===== config.mk =====
export PLATFORM = sky130hd
export DESIGN_NAME = npu_in_loader_flat
export DESIGN_NICKNAME = d
export VERILOG_FILES = /design/src/rtl/npu_pkg.sv /design/src/rtl/npu_in_loader_if.sv /design/src/rtl/npu_skid_fifo.sv /design/src/rtl/npu_in_loader.sv /design/src/flat_wrapper.sv
export SDC_FILE = /design/constraint.sdc
export NUM_CORES = 1
export LEC_CHECK = 0
export CAP_MARGIN = 0
export CORE_MARGIN = 1
export CORE_UTILIZATION = 57
export CTS_BUF_LIST = sky130_fd_sc_hd__clkbuf_8
export CTS_CLUSTER_DIAMETER = 40
export DETAILED_ROUTE_END_ITERATION = 6
export GPL_ROUTABILITY_DRIVEN = 0
export PLACE_DENSITY_LB_ADDON = 0.1
export SLEW_MARGIN = 20
export SYNTH_ARGS = -nofsm -noshare
export SYNTH_HDL_FRONTEND = slang
export SYNTH_SLANG_ARGS = --single-unit

===== constraint.sdc =====
create_clock -name clk -period 7.3 [get_ports clk]
set_input_delay 1.46 -clock clk [delete_from_list [all_inputs] [get_ports clk]]
set_output_delay 1.46 -clock clk [all_outputs]
set_load 0.02 [all_outputs]

===== src/rtl/npu_pkg.sv =====
// Shared NPU definitions: default datapath widths and the input-loader state encoding.
package npu_pkg;

    localparam int NPU_ADDR_W = 16;
    localparam int NPU_DATA_W = 8;
    localparam int NPU_CNT_W  = 16;

    typedef enum logic [1:0] {
        LDR_IDLE  = 2'd0,
        LDR_RUN   = 2'd1,
        LDR_DRAIN = 2'd2,
        LDR_DONE  = 2'd3
    } ldr_state_t;

endpackage


===== src/rtl/npu_in_loader_if.sv =====
// SRAM read port plus input-buffer stream between the input loader (master) and its peers (slave).
interface npu_in_loader_if
    import npu_pkg::*;
#(
    parameter int ADDR_W = NPU_ADDR_W,
    parameter int DATA_W = NPU_DATA_W
);
    logic              rd_en;
    logic [ADDR_W-1:0] rd_addr;
    logic [DATA_W-1:0] rd_data;
    logic              buf_valid;
    logic [DATA_W-1:0] buf_data;
    logic              buf_ready;

    modport master (
        output rd_en, rd_addr, buf_valid, buf_data,
        input  rd_data, buf_ready
    );

    modport slave (
        input  rd_en, rd_addr, buf_valid, buf_data,
        output rd_data, buf_ready
    );
endinterface


===== src/rtl/npu_skid_fifo.sv =====
// Two-entry first-word-fall-through FIFO; the head word is visible on pop_data while not empty.
module npu_skid_fifo #(
    parameter int DATA_W = 8
) (
    input  logic              clk,
    input  logic              reset,
    input  logic              push,
    input  logic [DATA_W-1:0] push_data,
    input  logic              pop,
    output logic [DATA_W-1:0] pop_data,
    output logic [1:0]        count,
    output logic              empty,
    output logic              full
);
    logic [DATA_W-1:0] mem [2];
    logic              wr_ptr;
    logic              rd_ptr;
    logic              push_ok;
    logic              pop_ok;

    always_comb begin
        empty   = (count == 2'd0);
        full    = (count == 2'd2);
        pop_ok  = pop && !empty;
        push_ok = push && (!full || pop_ok);
    end

    always_ff @(posedge clk) begin
        if (!reset) begin
            mem[0] <= '0;
            mem[1] <= '0;
            wr_ptr <= 1'b0;
            rd_ptr <= 1'b0;
            count  <= '0;
        end else begin
            if (push_ok) begin
                mem[wr_ptr] <= push_data;
                wr_ptr      <= ~wr_ptr;
            end
            if (pop_ok) begin
                rd_ptr <= ~rd_ptr;
            end
            count <= count + 2'(push_ok) - 2'(pop_ok);
        end
    end

    assign pop_data = mem[rd_ptr];

endmodule


===== src/rtl/npu_in_loader.sv =====
// Fetches len words from SRAM starting at base_addr and streams them to the NPU input buffer.
module npu_in_loader
    import npu_pkg::*;
#(
    parameter int ADDR_W = NPU_ADDR_W,
    parameter int DATA_W = NPU_DATA_W,
    parameter int CNT_W  = NPU_CNT_W
) (
    input  logic              clk,
    input  logic              reset,
    input  logic              enable,
    input  logic              start,
    input  logic [ADDR_W-1:0] base_addr,
    input  logic [CNT_W-1:0]  len,
    npu_in_loader_if.master   bus,
    output logic              busy,
    output logic              done
);
    ldr_state_t        state;
    logic [ADDR_W-1:0] addr_q;
    logic [CNT_W-1:0]  remaining;
    logic              inflight;
    logic              busy_q;
    logic              done_q;

    logic              rd_go;
    logic              push;
    logic              pop;
    logic [1:0]        level_next;
    logic [1:0]        fifo_count;
    logic              fifo_empty;
    logic              fifo_full;
    logic [DATA_W-1:0] fifo_head;
    logic              valid_c;
    logic [DATA_W-1:0] data_c;

    npu_skid_fifo #(.DATA_W(DATA_W)) u_fifo (
        .clk       (clk),
        .reset     (reset),
        .push      (push),
        .push_data (bus.rd_data),
        .pop       (pop),
        .pop_data  (fifo_head),
        .count     (fifo_count),
        .empty     (fifo_empty),
        .full      (fifo_full)
    );

    // A returning word bypasses the FIFO when it is empty and the buffer is ready;
    // otherwise it is captured, independent of enable.
    always_comb begin
        rd_go      = (state == LDR_RUN) && enable && (remaining != '0)
                     && ((fifo_count + 2'(inflight)) < 2'd2);
        valid_c    = !fifo_empty || inflight;
        data_c     = '0;
        if (valid_c) begin
            data_c = fifo_empty ? bus.rd_data : fifo_head;
        end
        pop        = bus.buf_ready && !fifo_empty;
        push       = inflight && !(fifo_empty && bus.buf_ready);
        level_next = fifo_count + 2'(push) - 2'(pop);
    end

    assign bus.rd_en     = rd_go;
    assign bus.rd_addr   = addr_q;
    assign bus.buf_valid = valid_c;
    assign bus.buf_data  = data_c;
    assign busy          = busy_q;
    assign done          = done_q;

    always_ff @(posedge clk) begin
        if (!reset) begin
            state     <= LDR_IDLE;
            addr_q    <= '0;
            remaining <= '0;
            inflight  <= 1'b0;
            busy_q    <= 1'b0;
            done_q    <= 1'b0;
        end else begin
            inflight <= rd_go;
            if (rd_go) begin
                addr_q    <= addr_q + ADDR_W'(1);
                remaining <= remaining - CNT_W'(1);
            end
            case (state)
                LDR_IDLE: begin
                    if (start && enable) begin
                        addr_q    <= base_addr;
                        remaining <= len;
                        busy_q    <= 1'b1;
                        if (len == '0) begin
                            state  <= LDR_DONE;
                            done_q <= 1'b1;
                        end else begin
                            state <= LDR_RUN;
                        end
                    end
                end
                LDR_RUN: begin
                    if (rd_go && (remaining == CNT_W'(1))) begin
                        state <= LDR_DRAIN;
                    end
                end
                LDR_DRAIN: begin
                    // Leave on the edge that hands over the last word, not one cycle later.
                    if (enable && (level_next == 2'd0)) begin
                        state  <= LDR_DONE;
                        done_q <= 1'b1;
                    end
                end
                LDR_DONE: begin
                    if (enable) begin
                        state  <= LDR_IDLE;
                        busy_q <= 1'b0;
                        done_q <= 1'b0;
                    end
                end
                default: state <= LDR_IDLE;
            endcase
        end
    end

    no_overflow: assert property (@(posedge clk) disable iff (!reset)
        !(fifo_full && push && !pop));

endmodule


===== src/flat_wrapper.sv =====
// flat-port wrapper written by rule: the top's interface ports become plain ports
module npu_in_loader_flat import npu_pkg::*;
#(
    parameter int ADDR_W = NPU_ADDR_W,
    parameter int DATA_W = NPU_DATA_W,
    parameter int CNT_W  = NPU_CNT_W
)
  (clk, reset, enable, start, base_addr, len, busy, done, bus_rd_en, bus_rd_addr, bus_buf_valid, bus_buf_data, bus_rd_data, bus_buf_ready);
  npu_in_loader_if #(.ADDR_W(ADDR_W), .DATA_W(DATA_W)) bus_i ();
  input  logic clk;
  input  logic reset;
  input  logic enable;
  input  logic start;
  input  logic [ADDR_W-1:0] base_addr;
  input  logic [CNT_W-1:0] len;
  output logic busy;
  output logic done;
  output wire logic [$bits(bus_i.rd_en)-1:0] bus_rd_en;
  output wire logic [$bits(bus_i.rd_addr)-1:0] bus_rd_addr;
  output wire logic [$bits(bus_i.buf_valid)-1:0] bus_buf_valid;
  output wire logic [$bits(bus_i.buf_data)-1:0] bus_buf_data;
  input wire logic [$bits(bus_i.rd_data)-1:0] bus_rd_data;
  input wire logic [$bits(bus_i.buf_ready)-1:0] bus_buf_ready;
  assign bus_rd_en = bus_i.rd_en;
  assign bus_rd_addr = bus_i.rd_addr;
  assign bus_buf_valid = bus_i.buf_valid;
  assign bus_buf_data = bus_i.buf_data;
  assign bus_i.rd_data = bus_rd_data;
  assign bus_i.buf_ready = bus_buf_ready;
  npu_in_loader #(.ADDR_W(ADDR_W), .DATA_W(DATA_W), .CNT_W(CNT_W)) u_core (.clk(clk), .reset(reset), .enable(enable), .start(start), .base_addr(base_addr), .len(len), .bus(bus_i), .busy(busy), .done(done));
endmodule

==> run metrics <==
Clock Tree Root=clkbuf_8; Final Hold Viols=0; post-layout min period=~5.2 ns; NumNets Final=slightly below 500; Residual DRC=0; Hold Path Class=reg -> reg; sequential share of the synthesized area=0.397; crit path launch=enable; antenna-violating nets left=0; First DRT Iteration DRCs=167; starting density of the core=0.597; total CTS buffers=9; 1st-pass router iterations=4; core area=~0.0056 sq mm; largest fanout on the critical path=10; Internal=~0.74 mW; Distinct cells, synth=51; hold buffer count at cts=0; share of cells above drive strength 1=0.0711; Max Cap Violations=0; slew at the pin closest to its max-slew limit=just over 0.9 ns; most common cell after layout, fill and taps aside=clkdlybuf4s50_1; synthesized area per cell=between 9 and 10 sq um; switching share of power=0.340; Clk pwr share=0.282; gr usage total=0.263; Die Span X=approximately 78 um; Setup CP Type=in -> out; FMAX=approximately 190 MHz; Reg2Reg Launch Point=u_core.u_fifo.count[0]$_SDFF_PN0_; Finished Layout Cells=approximately 510; Main synth FF type=dfxtp_1; Inst Count DP=approximately 490; first-pass GRT wire length=12.6 mm; GRT overflow=0; PortBufs=around 70; post-synthesis cell count=~370; Detailed Place HPWL=roughly 5 mm; Setup TNS=0 ns; relative slew slack=0.384; vias per inst=5.69; vias post-DR=2890; htree depth=3; Leakage=~1.5 nW; Clock Skew=0.00832 ns; # setup viols final=0; final wirelength=~7.3 mm; I/O pin count=between 70 and 80; commonest cells after routing, fill and taps aside=clkdlybuf4s50_1, o21ai_0, dfxtp_1; Syn. warnings=0; # resized after CTS=0; WL per Instance=14.3 um; Gate power share=0.336; switching pwr=roughly 0.38 mW; Seq pwr share=0.383; fin. max-slew vios=0; post-CTS setup repair buffer count=0; mapped cell area=0.00333 sq mm; number of diodes=0; post-synthesis register bit count=58; Hold Crit Start=u_core.state[1]$_SDFFE_PN0P_; initial antenna violation count=0; vias in the first global route=2775; FP Rows=27; status=complete, no violations; clk_lat worst skew=approximately 0.33 ns; CTS tree=built; Max VDD drop=around 0.18 mV; Clock Tree Buf Depth=2; Critical Path End Type=output pin; number of synthesized flops with an enable pin=16; power density over the cells=262 mW/mm^2; DIE AREA=between 0.006 and 0.007 sq mm; RSZ-0062 raised after global routing=false; synthesis-to-finish area growth=28.5%; final critical-path share of the clock period=0.712; worst path required time=roughly 6 ns; die height=around 78 um; FFs w/ async S/R, synth=0; CTS Sinks=just under 60; CP Data Arrival Time=~3.7 ns; largest net degree at the start of global routing=66; syn_nets=424; CP Launch Type=input port; Clock transition at path regs=0.07 ns
==> cell usage after synthesis (3+ instances only) <==
cell type,n,area share
dfxtp_1,42,0.25
xor2_1,16,0.042
and2_1,23,0.043
nand2_1,19,0.021
xnor2_1,15,0.039
nand3_1,24,0.036
nor4_1,11,0.021
o21ai_0,47,0.071
a21oi_1,31,0.047
clkbuf_1,16,0.018
or3_1,5,0.0094
nor2_1,10,0.011
mux2i_1,12,0.036
nand4_1,9,0.017
a31oi_1,3,0.0056
ha_1,13,0.049
and3_1,5,0.0094
inv_1,9,0.010
edfxtp_1,16,0.14
==> metrics by stage <==
step	utilization	power, mW	hold slack, ns	cell area (sq um)	setup slack (ns)
detailed placement	0.730	0.807	0.502	4070	2.13
global route	0.767	1.18	0.554	4270	2.00
CTS	0.767	1.12	0.526	4270	2.10
finish	0.767	1.12	0.525	4270	2.10
global placement	0.730	0.794	0.490	4070	2.17
floorplan	-	0.683	0.471	3330	3.61
==> final cells by class <==
class | count | area [sq um]
multi-input cells | 279 | 1890
flip-flops and latches | 58 | 1320
fillers | 424 | 1300
repair buffers | 74 | 736
clock buffers | 9 | 124
well taps | 72 | 90.1
clock inverters | 7 | 83.8
inverters | 9 | 33.8
==> registers in the layout, summed over array words and instances, names as in the netlist, named ones only <==
signal                count
u_core.remaining         16
u_core.busy               1
u_core.done               1
u_core.u_fifo.mem        16
u_core.state              2
u_core.u_fifo.count       2
u_core.u_fifo.wr_ptr      1
u_core.u_fifo.rd_ptr      1
u_core.bus.rd_addr       16
u_core.inflight           1
==> cells by family after synthesis <==
family / count (synthesis) / synth area share
buffers and inverters: 29 / 0.0376
adders and majority gates: 13 / 0.0489
AOI/OAI and AO/OA: 96 / 0.169
and+or+nand+nor: 126 / 0.222
DFF: 58 / 0.397
xor gates and xnor gates: 32 / 0.0888
muxes: 12 / 0.0361
==> power by group through the flow <==
| stage | Clock, mW | Combinational [mW] | Sequential, mW |
|---|---|---|---|
| global placement | 0 | 0.362 | 0.432 |
| global route | 0.331 | 0.414 | 0.435 |
| detailed placement | 0 | 0.373 | 0.434 |
| finish | 0.315 | 0.375 | 0.428 |
| floorplan | 0 | 0.254 | 0.429 |
| CTS | 0.319 | 0.376 | 0.427 |
==> per-layer routing <==
metal,vias up,wire length (um),GRT usage,part of all wire
met5,-,0,0,0
met4,0,111,0.0981,0.015
met3,11,430,0.0640,0.059
met2,85,3340,0.416,0.46
met1,1334,3400,0.347,0.47
li1,1460,-,-,-
==> path summary, 6_finish.rpt <==
check	to	slack (ns)	cells after the start
hold reg to reg	u_core.state[1]$_SDFFE_PN0P_	0.53	2
setup reg to reg	u_core.state[0]$_SDFFE_PN0P_	4.36	11
setup / recovery	bus_rd_en	2.10	5
hold / removal	u_core.state[1]$_SDFFE_PN0P_	0.53	2
==> worst max-delay path, stage by stage <==
cell and delay, ns:
clkdlybuf4s50_1 0.60, nand2_1 0.23, a21oi_2 0.41, and2_1 0.37, clkdlybuf4s50_1 0.66
Power figures use the tool's default switching activity.
